--- config.mk ---
export PLATFORM = sky130hd
export DESIGN_NAME = gpio_input_filter
export DESIGN_NICKNAME = d
export VERILOG_FILES = /design/src/rtl/gpio_input_filter.sv
export SDC_FILE = /design/constraint.sdc
export NUM_CORES = 1
export LEC_CHECK = 0
export ABC_AREA = 1
export ABC_CLOCK_PERIOD_IN_PS = 3370
export BUFFER_PORTS_ARGS = -buffer_cell sky130_fd_sc_hd__buf_2
export CAP_MARGIN = 25
export CORE_MARGIN = 2
export CORE_UTILIZATION = 60
export CTS_CLUSTER_DIAMETER = 30
export DETAILED_ROUTE_END_ITERATION = 6
export HOLD_SLACK_MARGIN = 0.15
export PLACE_DENSITY = 0.84
export SYNTH_ARGS = -nofsm -noshare
export SYNTH_HDL_FRONTEND = slang
export SYNTH_SLANG_ARGS = --single-unit
--- constraint.sdc ---
create_clock -name clk -period 3.37 [get_ports clk]
set_clock_uncertainty 0.05 [all_clocks]
set_input_delay 0 -clock clk [delete_from_list [all_inputs] [get_ports clk]]
set_output_delay 0 -clock clk [all_outputs]
set_load 0.01 [all_outputs]
--- src/rtl/gpio_input_filter.sv ---
// GPIO input conditioning: 2-FF sync, per-channel stability filter, edge flags and level IRQ on the mem bus.
// Optional GPIO_FILTER_TIMESTAMP_EN adds a free-running cycle counter with event capture at 0x20/0x24.
module gpio_input_filter #(
    parameter int unsigned CHANNELS     = 4,
    parameter int unsigned FILTER_BITS  = 16,
    parameter int unsigned THRESH_RESET = 15
) (
    input  logic                clk,
    input  logic                rst,
    input  logic                mem_valid,
    input  logic [31:0]         mem_addr,
    input  logic [31:0]         mem_wdata,
    input  logic [3:0]          mem_wstrb,
    output logic [31:0]         mem_rdata,
    output logic                mem_ready,
    output logic                mem_error,
    input  logic [CHANNELS-1:0] pins_raw,
    output logic [CHANNELS-1:0] pins_f,
    output logic                irq
);

    localparam logic [31:0] ID_VALUE    = 32'h4750_4946;
    localparam logic [31:0] ADDR_ID     = 32'h00;
    localparam logic [31:0] ADDR_CHAN   = 32'h04;
    localparam logic [31:0] ADDR_PINS   = 32'h08;
    localparam logic [31:0] ADDR_THRESH = 32'h0C;
    localparam logic [31:0] ADDR_RISE   = 32'h10;
    localparam logic [31:0] ADDR_FALL   = 32'h14;
    localparam logic [31:0] ADDR_FLAGS  = 32'h18;
    localparam logic [31:0] ADDR_MASK   = 32'h1C;
`ifdef GPIO_FILTER_TIMESTAMP_EN
    localparam logic [31:0] ADDR_TS_CAP  = 32'h20;
    localparam logic [31:0] ADDR_TS_LIVE = 32'h24;
`endif

    logic [CHANNELS-1:0]    sync1_q, sync2_q;
    logic [CHANNELS-1:0]    pins_f_q, pins_f_d;
    logic [FILTER_BITS-1:0] cnt_q [CHANNELS];
    logic [FILTER_BITS-1:0] cnt_d [CHANNELS];
    logic [FILTER_BITS-1:0] thresh_q, thresh_d;
    logic [CHANNELS-1:0]    rise_en_q, rise_en_d;
    logic [CHANNELS-1:0]    fall_en_q, fall_en_d;
    logic [CHANNELS-1:0]    flags_q, flags_d;
    logic [CHANNELS-1:0]    mask_q, mask_d;
    logic [CHANNELS-1:0]    set_vec, clr_vec;
    logic                   irq_q;
    logic                   ready_q, error_q, error_d;
    logic [31:0]            rdata_q, rdata_d;
    logic                   req, is_rd, is_wr;
    logic                   unused_wdata;

    assign unused_wdata = ^mem_wdata;

`ifdef GPIO_FILTER_TIMESTAMP_EN
    logic [31:0] ts_q, cap_q;
`endif

    // Compare uses >= so a threshold lowered mid-count commits on the next mismatching cycle.
    always_comb begin
        pins_f_d = pins_f_q;
        for (int unsigned i = 0; i < CHANNELS; i++) begin
            cnt_d[i] = '0;
            if (sync2_q[i] != pins_f_q[i]) begin
                if (cnt_q[i] >= thresh_q) pins_f_d[i] = sync2_q[i];
                else                      cnt_d[i]    = cnt_q[i] + FILTER_BITS'(1);
            end
        end
    end

    assign set_vec = (pins_f_d & ~pins_f_q & rise_en_q) | (~pins_f_d & pins_f_q & fall_en_q);
    assign flags_d = (flags_q & ~clr_vec) | set_vec;

    assign req   = mem_valid && !ready_q;
    assign is_rd = (mem_wstrb == 4'h0);
    assign is_wr = (mem_wstrb == 4'hF);

    always_comb begin
        rdata_d   = '0;
        error_d   = 1'b0;
        thresh_d  = thresh_q;
        rise_en_d = rise_en_q;
        fall_en_d = fall_en_q;
        mask_d    = mask_q;
        clr_vec   = '0;
        if (req) begin
            if (!is_rd && !is_wr) begin
                error_d = 1'b1;
            end else begin
                case (mem_addr)
                    ADDR_ID:     if (is_rd) rdata_d = ID_VALUE;        else error_d = 1'b1;
                    ADDR_CHAN:   if (is_rd) rdata_d = 32'(CHANNELS);   else error_d = 1'b1;
                    ADDR_PINS:   if (is_rd) rdata_d = 32'(pins_f_q);   else error_d = 1'b1;
                    ADDR_THRESH: if (is_rd) rdata_d = 32'(thresh_q);   else thresh_d  = mem_wdata[FILTER_BITS-1:0];
                    ADDR_RISE:   if (is_rd) rdata_d = 32'(rise_en_q);  else rise_en_d = mem_wdata[CHANNELS-1:0];
                    ADDR_FALL:   if (is_rd) rdata_d = 32'(fall_en_q);  else fall_en_d = mem_wdata[CHANNELS-1:0];
                    ADDR_FLAGS:  if (is_rd) rdata_d = 32'(flags_q);    else clr_vec   = mem_wdata[CHANNELS-1:0];
                    ADDR_MASK:   if (is_rd) rdata_d = 32'(mask_q);     else mask_d    = mem_wdata[CHANNELS-1:0];
`ifdef GPIO_FILTER_TIMESTAMP_EN
                    ADDR_TS_CAP:  if (is_rd) rdata_d = cap_q; else error_d = 1'b1;
                    ADDR_TS_LIVE: if (is_rd) rdata_d = ts_q;  else error_d = 1'b1;
`endif
                    default:     error_d = 1'b1;
                endcase
            end
        end
    end

    always_ff @(posedge clk) begin
        if (rst) begin
            sync1_q   <= '0;
            sync2_q   <= '0;
            pins_f_q  <= '0;
            for (int unsigned i = 0; i < CHANNELS; i++) cnt_q[i] <= '0;
            thresh_q  <= FILTER_BITS'(THRESH_RESET);
            rise_en_q <= '0;
            fall_en_q <= '0;
            flags_q   <= '0;
            mask_q    <= '0;
            irq_q     <= 1'b0;
            ready_q   <= 1'b0;
            error_q   <= 1'b0;
            rdata_q   <= '0;
        end else begin
            sync1_q   <= pins_raw;
            sync2_q   <= sync1_q;
            pins_f_q  <= pins_f_d;
            for (int unsigned i = 0; i < CHANNELS; i++) cnt_q[i] <= cnt_d[i];
            thresh_q  <= thresh_d;
            rise_en_q <= rise_en_d;
            fall_en_q <= fall_en_d;
            flags_q   <= flags_d;
            mask_q    <= mask_d;
            irq_q     <= |(flags_q & mask_q);
            ready_q   <= req;
            error_q   <= error_d;
            rdata_q   <= rdata_d;
        end
    end

`ifdef GPIO_FILTER_TIMESTAMP_EN
    // Capture only when a flag bit goes 0->1; re-asserting an already set flag does not count.
    always_ff @(posedge clk) begin
        if (rst) begin
            ts_q  <= '0;
            cap_q <= '0;
        end else begin
            ts_q <= ts_q + 32'd1;
            if (|(set_vec & ~flags_q)) cap_q <= ts_q;
        end
    end
`endif

    assign pins_f    = pins_f_q;
    assign irq       = irq_q;
    assign mem_ready = ready_q;
    assign mem_error = error_q;
    assign mem_rdata = rdata_q;

endmodule

==> impl_metrics.py <==
metrics = {
    "outcome": {
        "outcome": "complete, but fails checks",
        "violations": "DRC",
    },
    "power_and_ir_drop": {
        "p_per_area_mw_per_mm2": 408,
        "ir_worst_vdd_mv": 0.337,
        "finalPower_mw": 3.51,
        "power_leakage_nw": 4.03,
    },
    "sta": {
        "tns_ns": 0,
        "rsz0062_at_grt": "no",
        "clock.fmax_ghz": 0.334,
        "slew_viol_final": 0,
        "relSlewSlack": 0.420,
        "worst_pin_slew_ns": 0.867,
        "setup_violations": 0,
        "hold_slack_ns": 0.183,
        "period_minus_slack_ns": 3.00,
        "period_share": 0.889,
        "finalHoldViolCount": 0,
    },
    "clock_network": {
        "htree_levels": 4,
        "numCtsBuffers": 17,
        "cts_tree": "built",
        "clock-sinks": 128,
        "clock_path_buffers": 2,
        "clockRootBuffer": "clkbuf_16",
        "post_cts_buffers": 0,
        "clk_latency_ns": 0.42,
        "clk_pin_slew_ns": 0.06,
    },
    "logic_synthesis": {
        "ys_seq_area_frac": 0.359,
        "async_reset_ff_frac": 0,
        "yosys_most_used_dff": "dfxtp_1",
        "synth_edf_count": 0,
        "syn_area_per_cell_um2": 7.32,
        "synth.distinct_cells": 42,
        "yosysWarnings": 0,
        "ys_seq_elements": 128,
        "syn-cell-area_mm2": 0.00715,
        "syn_inst": 976,
    },
    "global_routing": {
        "grt_overflow": 0,
        "grt_pass1_vias": 6654,
        "grt_max_degree": 37,
        "grt_pass1_wl_um": 29700,
        "track_usage": 0.290,
        "antenna_found_initial": 0,
    },
    "place": {
        "place_hpwl_um": 12000,
        "dp.cells": 1187,
        "gp_congestion": 0.840,
        "io_buffers": 87,
        "dpl_cell_area_mm2": 0.00761,
    },
    "floorplan": {
        "die_y_um": 113,
        "design.die.area_mm2": 0.0128,
        "die_w_um": 113,
        "boundaryPins": 114,
        "start_util": 0.620,
        "placementRows": 39,
        "core-area_mm2": 0.0115,
    },
    "final_layout": {
        "layout_commonest_cell": "nand2_1",
        "syn_to_final_growth_pct": 20.2,
        "final_cell_mix": "nand2_1, nor2_1, dfxtp_1, inv_1, buf_2",
        "final_area_mm2": 0.00859,
        "drive_above_1_share": 0.140,
        "final_cells": 1255,
        "nNetsFinal": 1243,
        "n_antenna_cell": 0,
    },
    "setup_path": {
        "cpPeakStageDelay_ns": 0.58,
        "reg2reg_to": "cnt_q[3][11]",
        "rr_startpoint": "thresh_q[9]",
        "critPathLaunchType": "input pin",
        "cp-end-kind": "flip-flop",
        "crit_type": "in -> reg",
        "r2r_slack_ns": 0.72,
        "crit_chain": "dlygate4sd3_1 -> buf_2 -> nor2_1 -> dlygate4sd3_1 -> nand2_1 -> dlygate4sd3_1 -> a21oi_1 -> dlygate4sd3_1 -> nor2_1 -> dlygate4sd3_1",
        "worst-path-max-fanout": 2,
        "worstPathArrival_ns": 3.25,
        "cp_slowest_cell": "dlygate4sd3_1",
        "crit_start": "mem_wstrb[1]",
        "critical_path_required_ns": 3.62,
        "rr_worst_depth": 7,
        "path_common_cell": "dlygate4sd3_1",
    },
    "detailed_routing": {
        "ant_nets": 0,
        "avgViaCountPerCell": 5.40,
        "drc": 5,
        "post_drt_wl_per_cell_um": 14.5,
        "via_count": 6774,
        "drtPass1Iterations": 7,
        "wl_um": 18200,
        "drtIter0Drc": 531,
    },
    "hold_path": {
        "hp-start": "mem_addr[4]",
        "hold_end": "mem_rdata[11]",
        "hold_path_class": "in -> reg",
        "whs_path_depth": 8,
    },
    "run": {
        "drv_cap": 0,
    },
}
## flip-flops by register name, summed over array words and instances (netlist names)
signal and flops:
cnt_q 64, mem_rdata 17, thresh_q 16, fall_en_q 4
flags_q 4, mask_q 4, pins_f 4, rise_en_q 4
sync1_q 4, sync2_q 4, irq 1, mem_error 1
mem_ready 1
## cell type report
| class | count | area, um^2 |
|---|---|---|
| tap | 143 | 179 |
| fill | 871 | 2930 |
| clock inverter | 11 | 140 |
| timing repair buffer | 124 | 823 |
| multi-input combinational | 703 | 3960 |
| inverter | 126 | 475 |
| sequential | 128 | 2560 |
| clock buffer | 20 | 447 |
## worst max path at each step
stage / to / cells after the start
floorplan: cnt_q[2][10] / 9
global placement: cnt_q[0][4] / 8
detailed placement: cnt_q[3][11] / 7
CTS: mem_error / 10
global route: mem_error / 10
finish: mem_error / 10
## synthesized netlist by cell type, types with 7 or more instances
cell type	n	share of area
nor3_1	23	0.016
nor3b_1	8	0.0084
xnor2_1	12	0.015
xor2_1	24	0.029
o21ai_0	19	0.013
nor2_1	142	0.075
a21oi_1	51	0.036
a21oi_2	10	0.012
inv_1	120	0.063
buf_4	16	0.017
buf_2	7	0.0049
nand3_1	42	0.029
nand2_1	200	0.11
ha_1	68	0.12
nor2_2	11	0.0096
dfxtp_1	128	0.36
nand4_1	27	0.024
o21ai_1	16	0.011
## metal layers
| metal | part of all wire | routed length [um] | global-route usage | vias up |
|---|---|---|---|---|
| met3 | 0.059 | 1080 | 0.0675 | 40 |
| li1 | - | - | - | 3371 |
| met2 | 0.49 | 8970 | 0.512 | 206 |
| met4 | 0.025 | 448 | 0.114 | 0 |
| met1 | 0.42 | 7690 | 0.342 | 3157 |
| met5 | 0 | 0 | 0 | - |
## worst max-delay path, delay by kind of cell
kind,cells,cell delay [ns]
compound gates,1,0.15
buf+inv,6,2.92
simple gates,3,0.19
## metrics by stage
stage | util | setup WS (ns)
after CTS | 0.743 | 0.497
after floorplan | - | 1.59
after global placement | 0.661 | 0.887
final | 0.746 | 0.374
after detailed placement | 0.661 | 0.838
after global routing | 0.746 | 0.276
## power breakdown
group / leakage (nW) / internal (mW) / switching (mW) / total (mW)
sequential: 1.03 / 1.52 / 0.00385 / 1.52
combinational: 2.72 / 0.0676 / 0.0719 / 0.140
clock: 0.278 / 1.17 / 0.672 / 1.84
## cells by family (layout without fill, tap and decap cells)
group | count (synthesis) | after routing | synth area share
xor+xnor | 36 | 36 | 0.0441
fa+ha+maj | 68 | 68 | 0.119
flops | 128 | 128 | 0.359
buf+inv | 154 | 281 | 0.0919
other cells | 1 | 10 | 0.000525
compound gates | 115 | 115 | 0.0919
simple gates | 474 | 474 | 0.294
## repair_timing
item                                    4_1_cts  5_1_grt
hold buffers                                 36        0
hold endpoints to repair                     60        0
endpoints found under the setup margin        0        0
resized for setup                             0        0
Power figures use the tool's default switching activity.
